## config.mk

```make
export PLATFORM = sky130hd
export DESIGN_NAME = multiply_add_unit
export DESIGN_NICKNAME = d
export VERILOG_FILES = /design/src/rtl/multiply_add_unit.sv
export SDC_FILE = /design/constraint.sdc
export NUM_CORES = 1
export LEC_CHECK = 0
export ABC_AREA = 0
export CAP_MARGIN = 20
export CORE_ASPECT_RATIO = 1.2
export CORE_MARGIN = 2
export CORE_UTILIZATION = 55
export CTS_BUF_LIST = sky130_fd_sc_hd__clkbuf_4 sky130_fd_sc_hd__clkbuf_8
export DETAILED_ROUTE_END_ITERATION = 8
export PLACE_DENSITY = 0.82
export SLEW_MARGIN = 20
export SYNTH_ARGS = -nofsm -noshare
export SYNTH_HDL_FRONTEND = slang
export SYNTH_SLANG_ARGS = --single-unit
```

## constraint.sdc

```tcl
create_clock -name clk -period 4 [get_ports clk]
set_input_delay 0.8 -clock clk [delete_from_list [all_inputs] [get_ports clk]]
set_output_delay 0.8 -clock clk [all_outputs]
set_load 0.02 [all_outputs]
```

## src/rtl/multiply_add_unit.sv

```systemverilog
// Sequential shift-and-add multiplier with addend: product = left_op * right_op + addend.
// One multiplier bit per cycle, enable/valid handshake held until released in DONE.
module multiply_add_unit #(
    parameter int WORD_WIDTH = 8
) (
    input  logic                  clk,
    input  logic                  reset_n,
    input  logic                  enable,
    input  logic [WORD_WIDTH-1:0] left_op,
    input  logic [WORD_WIDTH-1:0] right_op,
    input  logic [WORD_WIDTH-1:0] addend,
    output logic                  busy,
    output logic                  valid,
    output logic [WORD_WIDTH-1:0] prod_lo,
    output logic [WORD_WIDTH-1:0] prod_hi,
    output logic                  overflow
);

    localparam int CW = $clog2(WORD_WIDTH + 1);

    localparam logic [1:0] ST_IDLE = 2'd0;
    localparam logic [1:0] ST_CALC = 2'd1;
    localparam logic [1:0] ST_DONE = 2'd2;

    logic [1:0]              state;
    logic [2*WORD_WIDTH-1:0] acc;
    logic [2*WORD_WIDTH-1:0] mcand;
    logic [WORD_WIDTH-1:0]   mplier;
    logic [CW-1:0]           count;
    logic                    last_iter;

    assign last_iter = (count == CW'(WORD_WIDTH - 1));

    always_ff @(posedge clk or negedge reset_n) begin
        if (!reset_n) begin
            state  <= ST_IDLE;
            acc    <= '0;
            mcand  <= '0;
            mplier <= '0;
            count  <= '0;
            valid  <= 1'b0;
        end else begin
            case (state)
                ST_IDLE: begin
                    if (enable) begin
                        acc    <= {{WORD_WIDTH{1'b0}}, addend};
                        mcand  <= {{WORD_WIDTH{1'b0}}, left_op};
                        mplier <= right_op;
                        count  <= '0;
                        state  <= ST_CALC;
                    end
                end
                ST_CALC: begin
                    // Result is bounded by 2^(2W) - 2^W, so this add never carries out.
                    if (mplier[0]) begin
                        acc <= acc + mcand;
                    end
                    mcand  <= mcand << 1;
                    mplier <= mplier >> 1;
                    count  <= count + 1'b1;
                    if (last_iter) begin
                        state <= ST_DONE;
                        valid <= 1'b1;
                    end
                end
                ST_DONE: begin
                    if (!enable) begin
                        valid <= 1'b0;
                        state <= ST_IDLE;
                    end
                end
                default: begin
                    state <= ST_IDLE;
                    valid <= 1'b0;
                end
            endcase
        end
    end

    assign busy     = (state != ST_IDLE);
    assign prod_lo  = acc[WORD_WIDTH-1:0];
    assign prod_hi  = acc[2*WORD_WIDTH-1:WORD_WIDTH];
    assign overflow = |acc[2*WORD_WIDTH-1:WORD_WIDTH];

endmodule

```

### Word-level counts from Yosys, hierarchy flattened

Index checks and enable logic that the tools add are counted.

* word-level logic and storage cells: 40
* bits in registers: 47
* input bits: 27
* output and inout bits: 19

* muxes and demuxes: 16
* equality and inequality tests: 7
* add/sub/neg operators: 2
* bitwise gates (word level): 1
* reduce and logical (&&, ||, !) cells: 8

Operator list (number)
* $pmux W16 S2: 2
* $mux W16: 3
* $add A16 B16 Y16: 1
* $pmux W8 S2: 1
* $reduce_and A3 Y1: 3
* $mux W8: 1
* $ne A2 B2 Y1 const B: 4
* $pmux W4 S2: 1
* $reduce_or A8 Y1: 1
* $mux W2: 3
* $pmux W2 S3: 1
* $add A4 B1 Y4 const B: 1
* $eq A4 B3 Y1 const B: 1
* $mux W4: 1
* $reduce_bool A2 Y1: 2
* $pmux W1 S3: 1
* $eq A2 B1 Y1 const B: 1
* $eq A2 B2 Y1 const B: 1
* $logic_not A2 Y1: 1
* $mux W1: 2
* $reduce_and A2 Y1: 1
* $not A1 Y1: 1

### Logic depth before layout (Yosys ltp)

Gate-level depths: netlist (run 1).

* word-level depth: 3
* mapped depth: 8
* gate-level depth less buffers: 8

### Least setup slack after synthesis (run 1)

Ideal clock, no wire load.

* path type: reg-to-reg
* start: register acc[0]
* end: register acc[12]
* buffers on the path: 0
* clock period less this slack: 2.456 ns
* stages on the path, launching flop included: 9
* data arrival time: 2.387 ns
* library setup time: 0.069 ns
* data required time: 3.931 ns
* path slack: 1.544 ns
* cells stage by stage: dfrtp_1 ha_1 fa_1 a211oi_1 o21bai_1 a31oi_2 o211ai_1 or4b_1 nand3_1

* word-level cells in the longest chain between the ends: 3

RTL lines
* start, declared: line 26 `logic [2*WORD_WIDTH-1:0] acc;`
* start signal, assigned: line 46 `acc <= {{WORD_WIDTH{1'b0}}, addend};`
* start signal, assigned: line 56 `acc <= acc + mcand;`
* $add A16 B16 Y16: line 56
* $mux W16: line 55 `if (mplier[0]) begin`
* $pmux W16 S2: line 43 `case (state)`

No other way between the ends. The select of a mux whose other input is x is not followed.
A chain may end at the register's enable or synchronous reset.

### Final worst setup path (run 1)

Ends and elaborated chain as after synthesis.

==> metrics, run 1 <==
Final Max Slew Viols=0; Critical Path End Type=flop; ant diodes=0; crit-path max FO=4; die area=5650 sq um; Peak Freq=383 MHz; kind of critical path=reg -> reg; antenna violations before repair=0; Root Buffer=clkbuf_8; Post-Syn Area per Cell=9.70 sq um; Period Utilization, post-route=0.654; worst reg2reg path depth=8; die boundary height=81.9 um; vias in the first global route=2,179; asr flop ratio synth=1.00; Setup TNS=0 ps; Worst-Margin Slew=725 ps; worst vdd ir=0.441 mV; YS warnings=0; #FFs+latches synth=47; Hold-fix buffers, CTS=0; clock slew at reported path FFs=90 ps; std cell rows=28; Clock Skews=6.64 ps; relative slew slack=0.517; critical path cell sequence=ha_1, fa_1, a211oi_1, o21bai_1, a31oi_2, o211ai_1, or4b_1, nand3_1; Lkg Pwr=1.59 nW; Cell Pwr Density=869 nW/um^2; Cells after Synth=287; drt total wl=5.75 mm; CTS Buf Count=5; CP peak stage delay=480 ps; sequential-to-total area share from yosys stat=0.423; count leader, synth=dfrtp_1; first-pass GRT wire length=9.67 mm; Critical-path top delay cell=or4b_1; number of synthesized flops with an enable pin=0; Setup Viol. Count Final=0; number of routed nets with antenna violations=0; most frequent cells after synthesis=dfrtp_1, nand2_1, o21ai_0; Area contributors post-synth=dfrtp_1, mux2i_1, ha_1; number of iterations in the first detailed-routing pass=4; area share of the largest cell type after synthesis=0.423; RSZ-0062 raised after global routing=no; H-Tree Depth=2; Unique masters post-synth=46; initial drt markers=40; gpl congestion=0.843; area delta synth->final=21.6%; input/output buffers=45; CTS Sinks=47; CTS tree=built; cell taking the most area after synthesis=dfrtp_1; worst-skew pair later-pin latency=300 ps; clock tree buffer depth=2; DRC errors left=0; nets@finish=371; status=completed; Arrival @ worst endpoint=2850 ps; Final Hold Vio Count=0; I/O pins=46; Crit path required time=4240 ps; Core Box Area=4900 sq um; Post-CTS Resized=0; worst min path class=reg -> reg; Via density=5.79; DR vias=2,239; total gr overflow=0; total setup buffers inserted after CTS=0; Top FF cell, synth=dfrtp_1; pin count of the biggest net entering global routing=48; Global Route Usage Sum=0.226; share of cells above drive strength 1=0.0703; Mapped Area=2780 sq um; Initial Util=0.567; number of max-cap violations=0; CP startpoint kind=flop; Avg WL per Cell=14.9 um; Die Span X=68.9 um; worst hold slack=489 ps; dpl hpwl=4.18 mm; net count after synthesis=331; Period minus WS final=2610 ps; Worst Hold Path Cells=2
## through the flow
stage	cell area [sq um]	utilization	power (mW)	worst slack, ps	std cells
4_1_cts	3380	0.689	2.97	1380	387
6_report	3380	0.690	2.94	1390	387
2_1_floorplan	2780	-	2.13	1540	287
3_5_place_dp	3270	0.668	2.61	1240	380
3_3_place_gp	3270	0.668	2.54	1330	380
5_1_grt	3380	0.690	3.19	1280	387
## per-layer routing
layer / vias to the layer above / track usage / part of all wire / wire length, um
met4: 0 / 0.0686 / 0.016 / 94
li1: 1118 / - / - / -
met3: 10 / 0.0370 / 0.030 / 172
met1: 1064 / 0.289 / 0.45 / 2590
met2: 47 / 0.389 / 0.50 / 2890
met5: - / 0 / 0 / 0
## cells by family (layout without fill, tap and decap cells)
logic type                 count (synthesis)  count (layout)  share of synthesized area
AOI/OAI and AO/OA                         91              91                      0.210
and+or+nand+nor                           75              75                      0.131
DFF                                       47              47                      0.423
muxes                                     25              25                     0.0908
buffers and inverters                     20              60                     0.0292
adders and majority gates                 17              17                     0.0791
xor gates and xnor gates                  12              12                     0.0378
## placed cells by master, fill, tap and decap left out, types with 2 or more instances in the layout
cell type        Yosys  routed
a211oi_1             2       2
a21o_1               4       4
a21oi_1             13      13
a21oi_2              2       2
a22o_1              11      11
a22oi_1              2       2
a31oi_1              3       3
buf_4                1       4
clkbuf_8             0       5
clkdlybuf4s50_1      0      44
dfrtp_1             47      47
ha_1                16      16
inv_1                5       5
mux2i_1             23      23
nand2_1             45      45
nand3_1              6       6
nor2_1               6       6
nor3_1               3       3
nor3b_1              3       3
nor4_1               2       2
nor4bb_1             2       2
o21ai_0             34      34
o21ai_1              5       5
o21bai_1             6       5
xnor2_1             10      10
xor2_1               2       2
## state kept, by name (all words and copies together), names as in the netlist
name / count
mplier: 8
acc: 16
state: 2
count: 4
valid: 1
mcand: 16
## area by class of cell
class / instances / area (sq um)
Clock buffer: 5 / 68.8
Clock inverter: 2 / 37.5
Fill cell: 412 / 1520
Inverter: 5 / 18.8
Multi-Input combinational cell: 220 / 1540
Sequential cell: 47 / 1180
Tap cell: 60 / 75.1
Timing Repair Buffer: 48 / 470
## worst max-delay path, delay by kind of cell (launching register included)
family,cells,cell delay [ps]
AOI/OAI and AO/OA,4,890
adders and majority gates,2,690
DFF,1,410
and+or+nand+nor,2,570
## power breakdown
part / total (mW) / internal (mW) / switching (mW) / leakage (nW)
Sequential: 0.892 / 0.687 / 0.206 / 0.596
Clock: 0.346 / 0.183 / 0.163 / 0.0502
Combinational: 1.70 / 0.794 / 0.909 / 0.947
## path summary, 6_finish.rpt
| path | startpoint | to | slack (ps) |
|---|---|---|---|
| worst max-delay path | acc[0] | acc[12] | 1390 |
| worst min-delay path | mplier[5] | mplier[5] | 490 |
| worst max register to register | acc[0] | acc[12] | 1390 |
| worst min register to register | mplier[5] | mplier[5] | 490 |
| max in group asynchronous | reset_n | mcand[8] | 3100 |
| min in group asynchronous | reset_n | acc[10] | 500 |
Note: power is estimated with default switching activity, not from simulation.
==> inputs of run 2 (changes only) <==
CORE_UTILIZATION = 50   (was 55)
PLACE_DENSITY = 0.79   (was 0.82)
clock period = 2.2 ns   (was 4 ns; I/O delays follow)
==> metrics, run 2 (synthesis results as in run 1) <==
Root Buffer=clkbuf_8; area delta synth->final=39.6%; Cell Pwr Density=1640 nW/um^2 (+88%); worst min path class=in -> async; total gr overflow=0 (unchanged); Worst-Margin Slew=603 ps (-122 ps); nets@finish=416 (+12%); final setup margin=-98.9 ps (-1480 ps); final instance area=3880 sq um (+15%); Setup TNS=-140 ps (-140 ps); number of routed nets with antenna violations=0 (unchanged); failing checks=negative setup slack; Initial Util=0.522 (-0.0456); Lkg Pwr=1.83 nW (+15%); Crit path required time=2450 ps (-1790 ps); die area=6180 sq um (+9.5%); Final Max Slew Viols=0 (unchanged); commonest non-fill, non-tap cell in the layout=buf_4; Core Box Area=5330 sq um (+8.8%); DRC errors left=0 (unchanged); CTS tree=built; vias in the first global route=2,600 (+19%); Arrival @ worst endpoint=2550 ps (-300 ps); share of cells above drive strength 1=0.241 (+0.171); Via density=5.65 (-2.3%); number of max-cap violations=0 (unchanged); relative slew slack=0.598 (+0.0816); Avg WL per Cell=15.7 um (+5.6%); kind of critical path=reg -> reg; DR vias=2,459 (+9.8%); input/output buffers=45 (unchanged); CP startpoint kind=flop; Final Hold Vio Count=0 (unchanged); Setup Viol. Count Final=2 (+2); Critical Path End Type=flop; CTS Buf Count=5 (unchanged); std cell rows=29 (+3.6%); drt total wl=6.82 mm (+19%); antenna violations before repair=0 (unchanged); crit-path max FO=2 (-2); worst-skew pair later-pin latency=310 ps (about the same); clock tree buffer depth=2 (unchanged); Period Utilization, post-route=1.04 (+0.391); worst vdd ir=1.06 mV (+140%); Period minus WS final=2300 ps (-315 ps); number of iterations in the first detailed-routing pass=4 (unchanged); gpl congestion=0.932 (+10%); H-Tree Depth=2 (unchanged); status=finished, violations left; Peak Freq=435 MHz (+14%); most frequent cells in the layout=buf_4, nand2_1, clkdlybuf4s50_1, dfrtp_1, o21ai_0; ant diodes=0 (unchanged); I/O pins=46 (unchanged); first-pass GRT wire length=11.5 mm (+19%); Clock Skews=9.11 ps (+2.46 ps); dpl hpwl=4.91 mm (+18%); Cell Area, Placed=3680 sq um (+12%); clock slew at reported path FFs=100 ps (about the same); RSZ-0062 raised after global routing=yes; Global Route Usage Sum=0.235 (+0.00816); DP Worst Slack=-72.1 ps (-1310 ps); Regs by FF count=acc (16), mcand (16), mplier (8); Die Span X=72.1 um (+4.6%); die boundary height=85.7 um (+4.6%); pin count of the biggest net entering global routing=48 (unchanged); initial drt markers=77 (+93%); CTS Sinks=47 (unchanged)
run 2: cell types whose count changed in the layout (fill, tap and decap cells not counted), sizes merged:
cell	change
inv	+1
clkinv	+1
dlygate4sd2	+1
clkdlybuf4s50	-1
buf	+45
clkinvlp	-1
run 2: layout make-up:
type	count	area (sq um)
Clock buffer	5	68.8
Clock inverter	3	47.5
Fill cell	379	1450
Inverter	5	18.8
Multi-Input combinational cell	220	1680
Sequential cell	47	1180
Tap cell	62	77.6
Timing Repair Buffer	93	808
run 2: final timing paths:
check | slack [ps] | to | cells past startpoint | start
max in group asynchronous | 1540 | acc[2] | 2 | reset_n
setup / recovery | -100 | acc[12] | 8 | mcand[0]
setup reg to reg | -100 | acc[12] | 8 | mcand[0]
hold reg to reg | 490 | mplier[1] | 2 | mplier[1]
min in group clk | 490 | mplier[1] | 2 | mplier[1]
hold / removal | 210 | acc[10] | 2 | reset_n
run 2: where the power goes:
| part | total [mW] | switching (mW) | internal, mW |
|---|---|---|---|
| logic | 4.10 | 2.00 | 2.09 |
| registers | 1.60 | 0.348 | 1.26 |
| clock network | 0.661 | 0.316 | 0.345 |
| total | 6.36 | 2.67 | 3.70 |
run 2: worst max-delay path, cell delays in order, from the launching register on:
cell and delay, ps:
dfrtp_1 420, ha_4 180, fa_2 380, a211oi_2 250
o21bai_2 120, a31oi_2 180, o211ai_1 120, or4b_1 490
nand3_1 90
run 2: timing repair:
action / in CTS / in global routing
endpoints found under the setup margin: 3 / 6
buffers inserted: 5 / 1
pin swaps: 4 / 9
gates cloned: 0 / 0
gates resized for setup: 4 / 7
hold buffers: 0 / 0
run 2: layer usage:
metal,track usage,vias up,wire length [um]
met3,0.0317,10,162
met5,0,-,0
met4,0.0840,0,120
li1,-,1204,-
met1,0.290,1195,2940
met2,0.415,50,3600
run 2: per-stage QoR:
| stage | hold slack, ps | util | power (mW) | cells |
|---|---|---|---|---|
| finish | 214 | 0.728 | 6.36 | 435 |
| floorplan | 144 | - | 4.09 | 287 |
| detailed placement | 474 | 0.691 | 5.50 | 422 |
| global route | 266 | 0.728 | 6.87 | 435 |
| global placement | 461 | 0.691 | 5.36 | 422 |
| CTS | 240 | 0.723 | 6.29 | 435 |
